[src/rtl/conv_ctrl_pkg.sv]
// conv_ctrl_pkg: shared constants for the convolution line controller.
//   - FSM state encoding (plain localparams so older tools can consume it)
//   - default vertical tap count, minimum lockable line period, miss limit
package conv_ctrl_pkg;

  // Line-lock FSM states
  localparam logic [1:0] StSearch  = 2'd0;
  localparam logic [1:0] StMeasure = 2'd1;
  localparam logic [1:0] StCheck   = 2'd2;
  localparam logic [1:0] StLocked  = 2'd3;

  // Number of line taps (vertical kernel size)
  localparam int unsigned TAPS       = 5;
  // Shortest line period (clocks) accepted for lock
  localparam int unsigned MIN_PERIOD = 16;
  // Consecutive period mismatches that drop lock
  localparam int unsigned MISS_LIMIT = 2;

endpackage

[src/rtl/edge_det.sv]
// edge_det: registered rising-edge detector.
//   clk_i   - clock
//   rst_ni  - asynchronous active-low reset
//   d_i     - level input (already synchronous to clk_i)
//   rise_o  - high in the cycle where d_i is 1 and was 0 on the previous clock
module edge_det (
  input  logic clk_i,
  input  logic rst_ni,
  input  logic d_i,
  output logic rise_o
);

  logic lvl_q, lvl_d;

  always_comb begin
    lvl_d = d_i;
  end

  always_ff @(posedge clk_i or negedge rst_ni) begin
    if (!rst_ni) begin
      lvl_q <= 1'b0;
    end else begin
      lvl_q <= lvl_d;
    end
  end

  assign rise_o = d_i & ~lvl_q;

endmodule

[src/rtl/conv_line_ctrl.sv]
// conv_line_ctrl: timing controller for the 5-line convolution filter datapath.
// Locks to the incoming line period, drives the cyclic line-buffer address,
// counts lines per frame and latches the kernel select once per frame.
// Ports:
//   clk        - pixel clock
//   rst        - asynchronous active-low reset
//   sw         - raw kernel-select switches
//   rx_hs      - incoming hsync
//   rx_vs      - incoming vsync
//   rx_dv      - incoming data valid
//   addr       - line-buffer BRAM address (runs 0..period-1 while locked)
//   addr_wrap  - high when addr == period-1
//   line_cnt   - lines since the last vsync rising edge
//   win_valid  - filter window valid (all taps hold image lines, 1 clk after rx_dv)
//   kern_sel   - kernel select, loaded from sw on vsync rise
//   kern_upd   - 1-cycle pulse coinciding with a kern_sel load
//   locked     - high in the LOCKED state
//   period     - stored line period in clocks
//   err_period - 1-cycle pulse on a period mismatch while locked
// All outputs are registered.
module conv_line_ctrl
  import conv_ctrl_pkg::StSearch, conv_ctrl_pkg::StMeasure;
  import conv_ctrl_pkg::StCheck, conv_ctrl_pkg::StLocked;
#(
  parameter int unsigned ADDR_W     = 12,
  parameter int unsigned LINE_W     = 11,
  parameter int unsigned TAPS       = conv_ctrl_pkg::TAPS,
  parameter int unsigned MIN_PERIOD = conv_ctrl_pkg::MIN_PERIOD,
  parameter int unsigned MISS_LIMIT = conv_ctrl_pkg::MISS_LIMIT
) (
  input  logic              clk,
  input  logic              rst,
  input  logic [7:0]        sw,
  input  logic              rx_hs,
  input  logic              rx_vs,
  input  logic              rx_dv,
  output logic [ADDR_W-1:0] addr,
  output logic              addr_wrap,
  output logic [LINE_W-1:0] line_cnt,
  output logic              win_valid,
  output logic [7:0]        kern_sel,
  output logic              kern_upd,
  output logic              locked,
  output logic [ADDR_W-1:0] period,
  output logic              err_period
);

  localparam int unsigned MissW = $clog2(MISS_LIMIT + 1);
  localparam logic [ADDR_W-1:0] PcntMax = '1;

  // ---------------------------------------------------------------------------
  // Edge detection
  // ---------------------------------------------------------------------------
  logic hs_rise, vs_rise;

  edge_det u_hs_edge (
    .clk_i  (clk),
    .rst_ni (rst),
    .d_i    (rx_hs),
    .rise_o (hs_rise)
  );

  edge_det u_vs_edge (
    .clk_i  (clk),
    .rst_ni (rst),
    .d_i    (rx_vs),
    .rise_o (vs_rise)
  );

  // ---------------------------------------------------------------------------
  // Period counter
  // ---------------------------------------------------------------------------
  logic [ADDR_W-1:0] pcnt_q, pcnt_d;
  logic [ADDR_W-1:0] meas;
  logic              pcnt_sat;

  always_comb begin
    pcnt_sat = (pcnt_q == PcntMax);
    // Clocks from the previous hs_rise up to and including this one
    meas     = pcnt_q + ADDR_W'(1);
    if (hs_rise) begin
      pcnt_d = '0;
    end else if (pcnt_sat) begin
      pcnt_d = pcnt_q;
    end else begin
      pcnt_d = pcnt_q + ADDR_W'(1);
    end
  end

  always_ff @(posedge clk or negedge rst) begin
    if (!rst) begin
      pcnt_q <= '0;
    end else begin
      pcnt_q <= pcnt_d;
    end
  end

  // ---------------------------------------------------------------------------
  // Lock FSM, stored period, miss counter, mismatch pulse
  // ---------------------------------------------------------------------------
  logic [1:0]        state_q, state_d;
  logic [ADDR_W-1:0] period_q, period_d;
  logic [MissW-1:0]  miss_q, miss_d;
  logic              err_period_q, err_period_d;
  logic              locked_q, locked_d;

  always_comb begin
    state_d      = state_q;
    period_d     = period_q;
    miss_d       = miss_q;
    err_period_d = 1'b0;
    // A lost line (counter saturated) drops back to SEARCH. In SEARCH itself the
    // saturated count is harmless, so the next hs_rise still starts a measurement.
    if (pcnt_sat && (state_q != StSearch)) begin
      state_d = StSearch;
      miss_d  = '0;
    end else if (hs_rise) begin
      unique case (state_q)
        StSearch: begin
          state_d = StMeasure;
        end
        StMeasure: begin
          period_d = meas;
          state_d  = StCheck;
        end
        StCheck: begin
          if ((meas == period_q) && (meas >= ADDR_W'(MIN_PERIOD))) begin
            state_d = StLocked;
            miss_d  = '0;
          end else begin
            period_d = meas;
          end
        end
        StLocked: begin
          if (meas == period_q) begin
            miss_d = '0;
          end else begin
            err_period_d = 1'b1;
            if ((miss_q + MissW'(1)) >= MissW'(MISS_LIMIT)) begin
              state_d  = StCheck;
              period_d = meas;
              miss_d   = '0;
            end else begin
              miss_d = miss_q + MissW'(1);
            end
          end
        end
        default: begin
          state_d = StSearch;
        end
      endcase
    end
    locked_d = (state_d == StLocked);
  end

  always_ff @(posedge clk or negedge rst) begin
    if (!rst) begin
      state_q      <= StSearch;
      period_q     <= '0;
      miss_q       <= '0;
      err_period_q <= 1'b0;
      locked_q     <= 1'b0;
    end else begin
      state_q      <= state_d;
      period_q     <= period_d;
      miss_q       <= miss_d;
      err_period_q <= err_period_d;
      locked_q     <= locked_d;
    end
  end

  // ---------------------------------------------------------------------------
  // Line-buffer address and wrap flag
  // ---------------------------------------------------------------------------
  logic [ADDR_W-1:0] addr_q, addr_d;
  logic              addr_wrap_q, addr_wrap_d;

  always_comb begin
    if (!locked_d || hs_rise) begin
      addr_d = '0;
    end else if (addr_q == (period_q - ADDR_W'(1))) begin
      // Free-running wrap keeps the buffer cycling even if an hs edge is late
      addr_d = '0;
    end else begin
      addr_d = addr_q + ADDR_W'(1);
    end
    // Look ahead on next-state values so the flag lines up with addr itself
    addr_wrap_d = locked_d && (addr_d == (period_d - ADDR_W'(1)));
  end

  always_ff @(posedge clk or negedge rst) begin
    if (!rst) begin
      addr_q      <= '0;
      addr_wrap_q <= 1'b0;
    end else begin
      addr_q      <= addr_d;
      addr_wrap_q <= addr_wrap_d;
    end
  end

  // ---------------------------------------------------------------------------
  // Line counter and window valid
  // ---------------------------------------------------------------------------
  logic [LINE_W-1:0] line_cnt_q, line_cnt_d;
  logic              win_valid_q, win_valid_d;

  always_comb begin
    // vsync clear wins over a coincident hsync increment
    if (vs_rise) begin
      line_cnt_d = '0;
    end else if (hs_rise && (line_cnt_q != '1)) begin
      line_cnt_d = line_cnt_q + LINE_W'(1);
    end else begin
      line_cnt_d = line_cnt_q;
    end
    win_valid_d = locked_q && (line_cnt_q >= LINE_W'(TAPS - 1)) && rx_dv;
  end

  always_ff @(posedge clk or negedge rst) begin
    if (!rst) begin
      line_cnt_q  <= '0;
      win_valid_q <= 1'b0;
    end else begin
      line_cnt_q  <= line_cnt_d;
      win_valid_q <= win_valid_d;
    end
  end

  // ---------------------------------------------------------------------------
  // Kernel select, sampled only at frame start
  // ---------------------------------------------------------------------------
  logic [7:0] kern_sel_q, kern_sel_d;
  logic       kern_upd_q, kern_upd_d;

  always_comb begin
    kern_sel_d = vs_rise ? sw : kern_sel_q;
    kern_upd_d = vs_rise;
  end

  always_ff @(posedge clk or negedge rst) begin
    if (!rst) begin
      kern_sel_q <= '0;
      kern_upd_q <= 1'b0;
    end else begin
      kern_sel_q <= kern_sel_d;
      kern_upd_q <= kern_upd_d;
    end
  end

  // ---------------------------------------------------------------------------
  // Outputs
  // ---------------------------------------------------------------------------
  assign addr       = addr_q;
  assign addr_wrap  = addr_wrap_q;
  assign line_cnt   = line_cnt_q;
  assign win_valid  = win_valid_q;
  assign kern_sel   = kern_sel_q;
  assign kern_upd   = kern_upd_q;
  assign locked     = locked_q;
  assign period     = period_q;
  assign err_period = err_period_q;

endmodule

[config.mk]
export PLATFORM = sky130hd
export DESIGN_NAME = conv_line_ctrl
export DESIGN_NICKNAME = d
export VERILOG_FILES = /design/src/rtl/conv_ctrl_pkg.sv /design/src/rtl/edge_det.sv /design/src/rtl/conv_line_ctrl.sv
export SDC_FILE = /design/constraint.sdc
export NUM_CORES = 1
export LEC_CHECK = 0
export BUFFER_PORTS_ARGS = -buffer_cell sky130_fd_sc_hd__buf_2
export CORE_MARGIN = 1.5
export CORE_UTILIZATION = 46
export DETAILED_ROUTE_END_ITERATION = 6
export PLACE_DENSITY = 0.66
export SKIP_LAST_GASP = 1
export SLEW_MARGIN = 30
export SYNTH_ARGS = -nofsm -noshare
export SYNTH_HDL_FRONTEND = slang
export SYNTH_SLANG_ARGS = --single-unit
[constraint.sdc]
create_clock -name clk -period 7.35 [get_ports clk]
set_input_delay 1.1025 -clock clk [delete_from_list [all_inputs] [get_ports clk]]
set_output_delay 1.1025 -clock clk [all_outputs]
set_load 0.005 [all_outputs]
==> results of run 1 <==
[sequential cells by signal, indices dropped and copies added, names as in the netlist, 2 cells and up]
signal	count
addr	12
pcnt_q	12
period	12
line_cnt	11
kern_sel	8
miss_q	2
state_q	2
[power breakdown]
group / internal (W) / switching [W] / leakage (nW)
combinational: 0.000256 / 0.000362 / 1.32
sequential: 0.000412 / 0.0000961 / 0.863
clock: 0.000194 / 0.000159 / 0.114
total: 0.000861 / 0.000617 / 2.30
[path summary, 6_finish.rpt]
| path | start | endpoint | slack [ps] |
|---|---|---|---|
| worst min register to register | kern_sel[1] | kern_sel[1] | 500 |
| max in group asynchronous | rst | u_hs_edge.lvl_q | 5860 |
| worst max-delay path | pcnt_q[0] | addr_wrap | 2430 |
| worst max register to register | pcnt_q[0] | addr_wrap | 2430 |
| worst min-delay path | kern_sel[1] | kern_sel[1] | 500 |
| min in group asynchronous | rst | pcnt_q[6] | 920 |
[Yosys cell counts (3+ instances only)]
library cell / n
mux2_2: 10
clkbuf_1: 21
a21oi_1: 32
nand4_1: 11
xnor3_1: 3
a21o_1: 3
a22o_1: 4
or3_1: 8
ha_1: 8
and4_1: 4
nand2_1: 36
dfrtp_1: 66
o211a_1: 3
and3_1: 11
a211oi_1: 3
nor4_1: 4
or4_1: 5
xor2_1: 24
nand3_1: 20
buf_2: 7
o211ai_1: 4
inv_1: 20
a211o_1: 3
a31oi_1: 5
nor2_1: 56
nor2b_1: 5
o2111ai_1: 4
o31ai_1: 4
xnor2_1: 39
nor3_1: 21
nand3b_1: 3
o21ai_0: 15
nand2b_1: 3
[worst max-delay path, stage by stage, from the launching register on]
cell and delay [ps]:
dfrtp_1 580, ha_1 330, nand3_1 140, or4_1 500
a222oi_1 770, a31oi_1 230, and4_1 310, nor2_1 370
a21oi_1 160, ha_1 330, nor3_1 440, a32oi_1 120
o31ai_1 240, o2111ai_1 150, a221oi_2 180
[area by class of cell]
type                    instances  area [um2]  area share [%]
clock buffers                   9         124            2.40
multi-input cells             399        2710            52.6
clock inverters                 7         100            1.94
repair buffers                 63         323            6.26
flip-flops and latches         66        1650            32.0
well taps                     133         166            3.23
inverters                      21        78.8            1.53
[through the flow]
step,setup slack [ps],hold slack (ps)
after global placement,2670,482
after global routing,2090,527
after detailed placement,2560,491
final,2430,504
after floorplan,3420,463
after CTS,2550,509
[layer usage]
layer	vias to the layer above	wire length (um)
met3	27	958
met4	0	337
li1	1945	-
met2	167	5540
met5	-	0
met1	1956	5430
[kinds of logic after synthesis]
logic type / after synthesis / share of synthesized area, %
simple gates: 203 / 23.3
compound gates: 111 / 17.6
xor+xnor: 66 / 13.5
flops: 66 / 36.1
buf+inv: 51 / 4.54
mux: 11 / 2.68
fa+ha+maj: 8 / 2.19
==> flow_summary.ini, run 1 <==
[run_status]
status = complete, no violations

[global_route]
met3_usage_pct = 3.93
grt_max_degree = 67
busiest_layer = met2
grt_antenna_before_repair = 0
overflow = 0
grt_pass1_vias = 3810
use_met1_pct = 34.0
grt_pass1_wl_mm = 19.8
grt.total_usage_pct = 24.5
met2_usage_pct = 37.9

[layout]
design_area_um2 = 5160
area_delta_synth_final_pct = 12.8
layout.nets = 581
final_cell_mix = 66 x dfrtp_1, 60 x buf_2, 56 x nor2_1
n_antenna_cell = 0
fillers = 920
final_util_pct = 53.2
final_common_cell = dfrtp_1
layout-drive-gt1-share_pct = 18.4
instances_no_fill = 698

[worst_setup_path]
end_kind = flip-flop
path_class = reg -> reg
worstRegToRegCells = 14
critPathMaxFanout = 11
worst_setup_path_start_kind = flip-flop
critPathArrivalTime_ps = 5190
worstPathRequired_ps = 7620

[clock_tree]
post_cts_buffers = 0
cts_tree = yes
clkLatencyLatePin_ps = 360
clockBufferDepth = 2
cts_hold_buffers = 0
cts_root_buf = clkbuf_8
cts.sinks = 66
clk_pin_slew_ps = 80
cts_made_buffers = 9
h-tree-depth = 3
post_cts_resized = 0

[synth]
synth_enable_flop_cells = 0
synth_top_area_share_pct = 36.1
ys.warnings.count = 0
yosysTopAreaCell = dfrtp_1
synth.top_cells.by_area = dfrtp_1 36%, xnor2_1 7.5%, nor2_1 4.6%
synth.distinct_cells = 75
syn_nets = 537
avgSynthCellArea_um2 = 8.86
synth-seq-area-share_pct = 36.1
ys_ff_latch = 66
syn_area_um2 = 4570
synth_cells = 516
synth_async_sr_flop_share_pct = 100
synthFlopType = dfrtp_1

[min_path]
hold_path_class = reg -> reg
hold_depth = 1

[floorplan]
die_area_um2 = 10500
start_util_pct = 47.2
die_y_um = 103
die_w_um = 103
core_area_um2 = 9680
io_pins = 61
rows = 36

[sta]
fin_worst_skew_ps = 12.4
fin_setup_tns_ps = 0
maxSlewHeadroom_pct = 43.2
worstMarginPinSlew_ps = 851
maxSlewViolCount = 0
rsz0062_at_grt = false
finalHoldViolCount = 0
fin_crit_ps = 4920
fin_crit_sh_pct = 67.0
setup-violations-final = 0
fmax_mhz = 203

[placement]
dp.cells = 682
portBuffers = 60
dp_hpwl_mm = 9.02
place_congestion = 0.967
dpl_cell_area_um2 = 4930

[drt]
num_vias = 4095
drt_iter0_drc = 426
avgRoutedWirePerCell_um = 17.6
postRouteAntennaNets = 0
viasPerCell = 5.87
routed_wl_mm = 12.3
first_pass_iters = 5
drc_errors = 0

[run]
drv_cap = 0

[power]
p_total_w = 0.00148
p_per_area_nw_per_um2 = 287
peakVddDrop_uv = 119
power_leakage_nw = 2.30
Note: power is estimated with default switching activity, not from simulation.
==> inputs of run 2 (changes only) <==
==> constraint.sdc (replaced) <==
create_clock -name clk -period 4.6 [get_ports clk]
set_input_delay 0.69 -clock clk [delete_from_list [all_inputs] [get_ports clk]]
set_output_delay 0.69 -clock clk [all_outputs]
set_load 0.005 [all_outputs]
==> flow_summary.ini, run 2 (synthesis gave the netlist of run 1 again) <==
[run_status]
status = complete, no violations

[worst_setup_path]
critPathMaxFanout = 14
crit_path_top_delay_cell = a222oi_1
worst_setup_path_start_kind = flip-flop
worstPathRequired_ps = 4870
critPathArrivalTime_ps = 4600
cp_top_family = simple AND/OR/NAND/NOR gates
path_cells = nand4_4 > or4_1 > a222oi_1 > a21oi_1 > nand4_1 > o221ai_1 > nor4bb_2 > or4b_4 > or3_1 > a21oi_1 > o2111ai_1 > a221oi_2
end_kind = flip-flop
max_stage_delay_ps = 730
path_class = reg -> reg
critPathBufInv = 0
cp_common_cell = a21oi_1

[floorplan]
start_util_pct = 47.2
io_pins = 61
die_w_um = 103
die_area_um2 = 10500
rows = 36
die_y_um = 103
core_area_um2 = 9680

[clock_tree]
cts_made_buffers = 9
cts_hold_buffers = 0
clockBufferDepth = 2
cts_root_buf = clkbuf_8
cts_tree = yes
clk_pin_slew_ps = 80
clkLatencyLatePin_ps = 360
h-tree-depth = 3
cts.sinks = 66

[global_route]
grt_pass1_wl_mm = 19.7
use_met1_pct = 34.7
busiest_layer = met2
met2_usage_pct = 36.6
grt_antenna_before_repair = 0
grt.total_usage_pct = 24.7
grt_max_degree = 35
grt_pass1_vias = 3677
overflow = 0
met3_usage_pct = 4.20

[layout]
area_delta_synth_final_pct = 15.0
final_cell_mix = 63 x dfrtp_1, 60 x buf_2, 56 x nor2_1
n_antenna_cell = 0
layout.nets = 598
layout-drive-gt1-share_pct = 22.0
instances_no_fill = 715
final_common_cell = dfrtp_1
final_util_pct = 54.3

[sta]
maxSlewViolCount = 0
maxSlewHeadroom_pct = 49.0
finalHoldViolCount = 0
holdWs_ps = 394
fmax_mhz = 231
setup-violations-final = 0
fin_crit_ps = 4330
worstMarginPinSlew_ps = 764
fin_worst_skew_ps = 10.5
fin_setup_tns_ps = 0
fin_crit_sh_pct = 94.2
worst_slack_ps = 268

[drt]
drt_iter0_drc = 280
viasPerCell = 5.72
num_vias = 4090
postRouteAntennaNets = 0
avgRoutedWirePerCell_um = 17.3
first_pass_iters = 5
routed_wl_mm = 12.4
drc_errors = 0

[power]
p_int_w = 0.00133
clkPwrFrac_pct = 19.6
peakVddDrop_uv = 186
power_frac_seq_pct = 33.8
power.switching_w = 0.000999
swShare_pct = 42.9
p_per_area_nw_per_um2 = 442
power_leakage_nw = 2.35
pwr-share-comb_pct = 46.6

[placement]
pre_cts_ws_ps = 197
place_congestion = 0.951
portBuffers = 60
dp.cells = 695
dp_hpwl_mm = 9.21

[run]
drv_cap = 0

[min_path]
hold_path_class = in -> async
==> run 2: changes by cell type in the layout (fill, tap and decap cells not counted), sizes merged <==
cell / delta
buf: +17
bufinv: -2
clkinvlp: +2
==> run 2: per-layer routing <==
metal / share of wire, % / vias to the layer above / wire length [um]
li1: - / 1971 / -
met1: 46 / 1954 / 5730
met2: 45 / 142 / 5610
met3: 5.9 / 23 / 735
met4: 2.3 / 0 / 285
met5: 0 / - / 0
==> run 2: final cells by class <==
class | instances | area (um2)
multi-input cells | 399 | 2730
fillers | 908 | 4430
inverters | 21 | 78.8
well taps | 133 | 166
clock inverters | 7 | 53.8
repair buffers | 80 | 450
clock buffers | 9 | 124
flip-flops and latches | 66 | 1660
==> run 2: final timing paths <==
check / slack [ps] / start / cells past startpoint / end
setup / recovery: 270 / pcnt_q[5] / 12 / addr_wrap
min in group clk: 450 / rx_vs / 1 / u_vs_edge.lvl_q
hold / removal: 390 / rst / 1 / pcnt_q[8]
max in group asynchronous: 3270 / rst / 2 / period[0]
setup reg to reg: 270 / pcnt_q[5] / 12 / addr_wrap
hold reg to reg: 500 / kern_sel[4] / 1 / kern_sel[4]
==> run 2: stage by stage <==
step	total power [W]	cell area (um2)
floorplan	0.00151	4570
finish	0.00233	5260
global route	0.00249	5260
detailed placement	0.00182	5030
global placement	0.00181	5030
CTS	0.00229	5210
==> run 2: power by group through the flow <==
stage / Clock (W) / Combinational (W) / Sequential [W]
floorplan: 0 / 0.000768 / 0.000745
global placement: 0 / 0.00102 / 0.000788
detailed placement: 0 / 0.00103 / 0.000789
CTS: 0.000468 / 0.00104 / 0.000780
global route: 0.000495 / 0.00120 / 0.000796
finish: 0.000456 / 0.00108 / 0.000785
==> run 2: timing repair <==
item / CTS / global route
setup buffers: 0 / 4
resized for setup: 0 / 8
endpoints found under the setup margin: 0 / 1
==> inputs of run 3 (changes only) <==
--- a/config.mk
+++ b/config.mk
@@ -7,9 +7,10 @@
 export LEC_CHECK = 0
 export BUFFER_PORTS_ARGS = -buffer_cell sky130_fd_sc_hd__buf_2
 export CORE_MARGIN = 1.5
-export CORE_UTILIZATION = 46
+export CORE_UTILIZATION = 53
+export CTS_BUF_LIST = sky130_fd_sc_hd__clkbuf_4
 export DETAILED_ROUTE_END_ITERATION = 6
-export PLACE_DENSITY = 0.66
+export PLACE_DENSITY = 0.74
 export SKIP_LAST_GASP = 1
 export SLEW_MARGIN = 30
 export SYNTH_ARGS = -nofsm -noshare
==> flow_summary.ini, run 3 (synthesis gave the netlist of run 1 again) <==
[sta]
worst_slack_ps = 356
fin_setup_tns_ps = 0
maxSlewViolCount = 0
rsz0062_at_grt = false
fin_crit_ps = 4240
setup-violations-final = 0
fin_worst_skew_ps = 13.7
fin_crit_sh_pct = 92.3
holdWs_ps = 348
maxSlewHeadroom_pct = 45.6
fmax_mhz = 236
worstMarginPinSlew_ps = 816
finalHoldViolCount = 0

[clock_tree]
cts_made_buffers = 9
clk_pin_slew_ps = 120
cts.sinks = 66
h-tree-depth = 3
cts_tree = yes
clockBufferDepth = 2
clkLatencyLatePin_ps = 420
cts_root_buf = clkbuf_4

[drt]
drc_errors = 0
postRouteAntennaNets = 0
drt_iter0_drc = 378
first_pass_iters = 6
routed_wl_mm = 11.8
viasPerCell = 6.08
avgRoutedWirePerCell_um = 17.3
num_vias = 4152

[power]
peakVddDrop_uv = 232
clkPwrFrac_pct = 17.4
pwr-share-comb_pct = 48.0
power_leakage_nw = 2.32
power_frac_seq_pct = 34.6
p_int_w = 0.00127
power.switching_w = 0.000970
p_per_area_nw_per_um2 = 434
swShare_pct = 43.4

[layout]
layout-drive-gt1-share_pct = 20.8
layout.nets = 594
area_delta_synth_final_pct = 12.7
final_cell_mix = 66 x dfrtp_1, 60 x buf_2, 56 x nor2_1
n_antenna_cell = 0
final_common_cell = dfrtp_1
fillers = 738

[global_route]
grt_pass1_wl_mm = 18.9
grt.total_usage_pct = 27.1
overflow = 0
grt_pass1_vias = 3782
grt_antenna_before_repair = 0
grt_max_degree = 37

[worst_setup_path]
critPathBufInv = 0
worstPathRequired_ps = 4930
max_stage_delay_ps = 520
path_cells = ha_1 > nand2_1 > nor3_1 > xnor3_1 > nand4_1 > o311ai_1 > a21boi_0 > nor4bb_2 > or4b_4 > or3_1 > a21oi_1 > o2111ai_1 > a221oi_2
path_class = reg -> reg
crit_path_top_delay_cell = or4b_4
cp_top_family = simple AND/OR/NAND/NOR gates
critPathArrivalTime_ps = 4570
worst_setup_path_start_kind = flip-flop
end_kind = flip-flop
critPathMaxFanout = 8

[floorplan]
core_area_um2 = 8300
die_w_um = 95.9
io_pins = 61
die_y_um = 95.9
start_util_pct = 55.1
die_area_um2 = 9190
rows = 33

[placement]
place_congestion = 1.05
pre_cts_ws_ps = 247
dp_hpwl_mm = 8.88
portBuffers = 60

[min_path]
hold_path_class = in -> async

[run_status]
status = complete, no violations

[run]
drv_cap = 0
-- run 3: cell types whose count changed in the layout (fill, tap and decap cells not counted), moves of 2 or more --
cell,delta
dfrtp_1,+3
ha_2,-2
clkbuf_4,+9
dfrtp_2,-3
ha_1,+2
clkbuf_8,-9
buf_4,-4
-- run 3: cell type report --
class	instances	area, um2	area share, %
Timing Repair Buffer	76	420	8.16
Tap cell	105	131	2.55
Clock buffer	9	67.6	1.31
Clock inverter	7	68.8	1.34
Inverter	21	78.8	1.53
Multi-Input combinational cell	399	2730	53.1
Sequential cell	66	1650	32.1
-- run 3: power groups by stage --
stage                     clock network, W  registers [W]  logic, W
after global placement                   0       0.000776   0.00101
after detailed placement                 0       0.000778   0.00104
after floorplan                          0       0.000745  0.000768
after CTS                         0.000401       0.000769   0.00104
final                             0.000390       0.000773   0.00107
after global routing              0.000424       0.000786   0.00118
-- run 3: what timing repair did --
action | 4_1_cts | 5_1_grt
endpoints found under the setup margin | 0 | 1
gates resized for setup | 0 | 4
buffers inserted | 0 | 1
hold buffers | 0 | 0
-- run 3: final timing paths --
kind	slack [ps]	end	cells past startpoint	from
hold / removal	350	line_cnt[8]	1	rst
hold reg to reg	510	miss_q[1]	2	miss_q[1]
min in group clk	390	u_vs_edge.lvl_q	1	rx_vs
max in group asynchronous	3340	kern_sel[2]	2	rst
setup / recovery	360	addr_wrap	13	pcnt_q[1]
setup reg to reg	360	addr_wrap	13	pcnt_q[1]
-- run 3: stage by stage --
stage,power (W),area (um2),utilization (%),cells
after floorplan,0.00151,4570,-,516
after global placement,0.00179,4990,60.1,666
after detailed placement,0.00181,4990,60.1,666
after CTS,0.00221,5120,61.7,682
after global routing,0.00239,5150,62.1,683
final,0.00224,5150,62.1,683
-- run 3: layer usage --
metal	track usage [%]	wire length [um]
met2	41.2	5380
met4	8.82	171
met1	38.3	5350
met3	5.92	942
met5	0	0
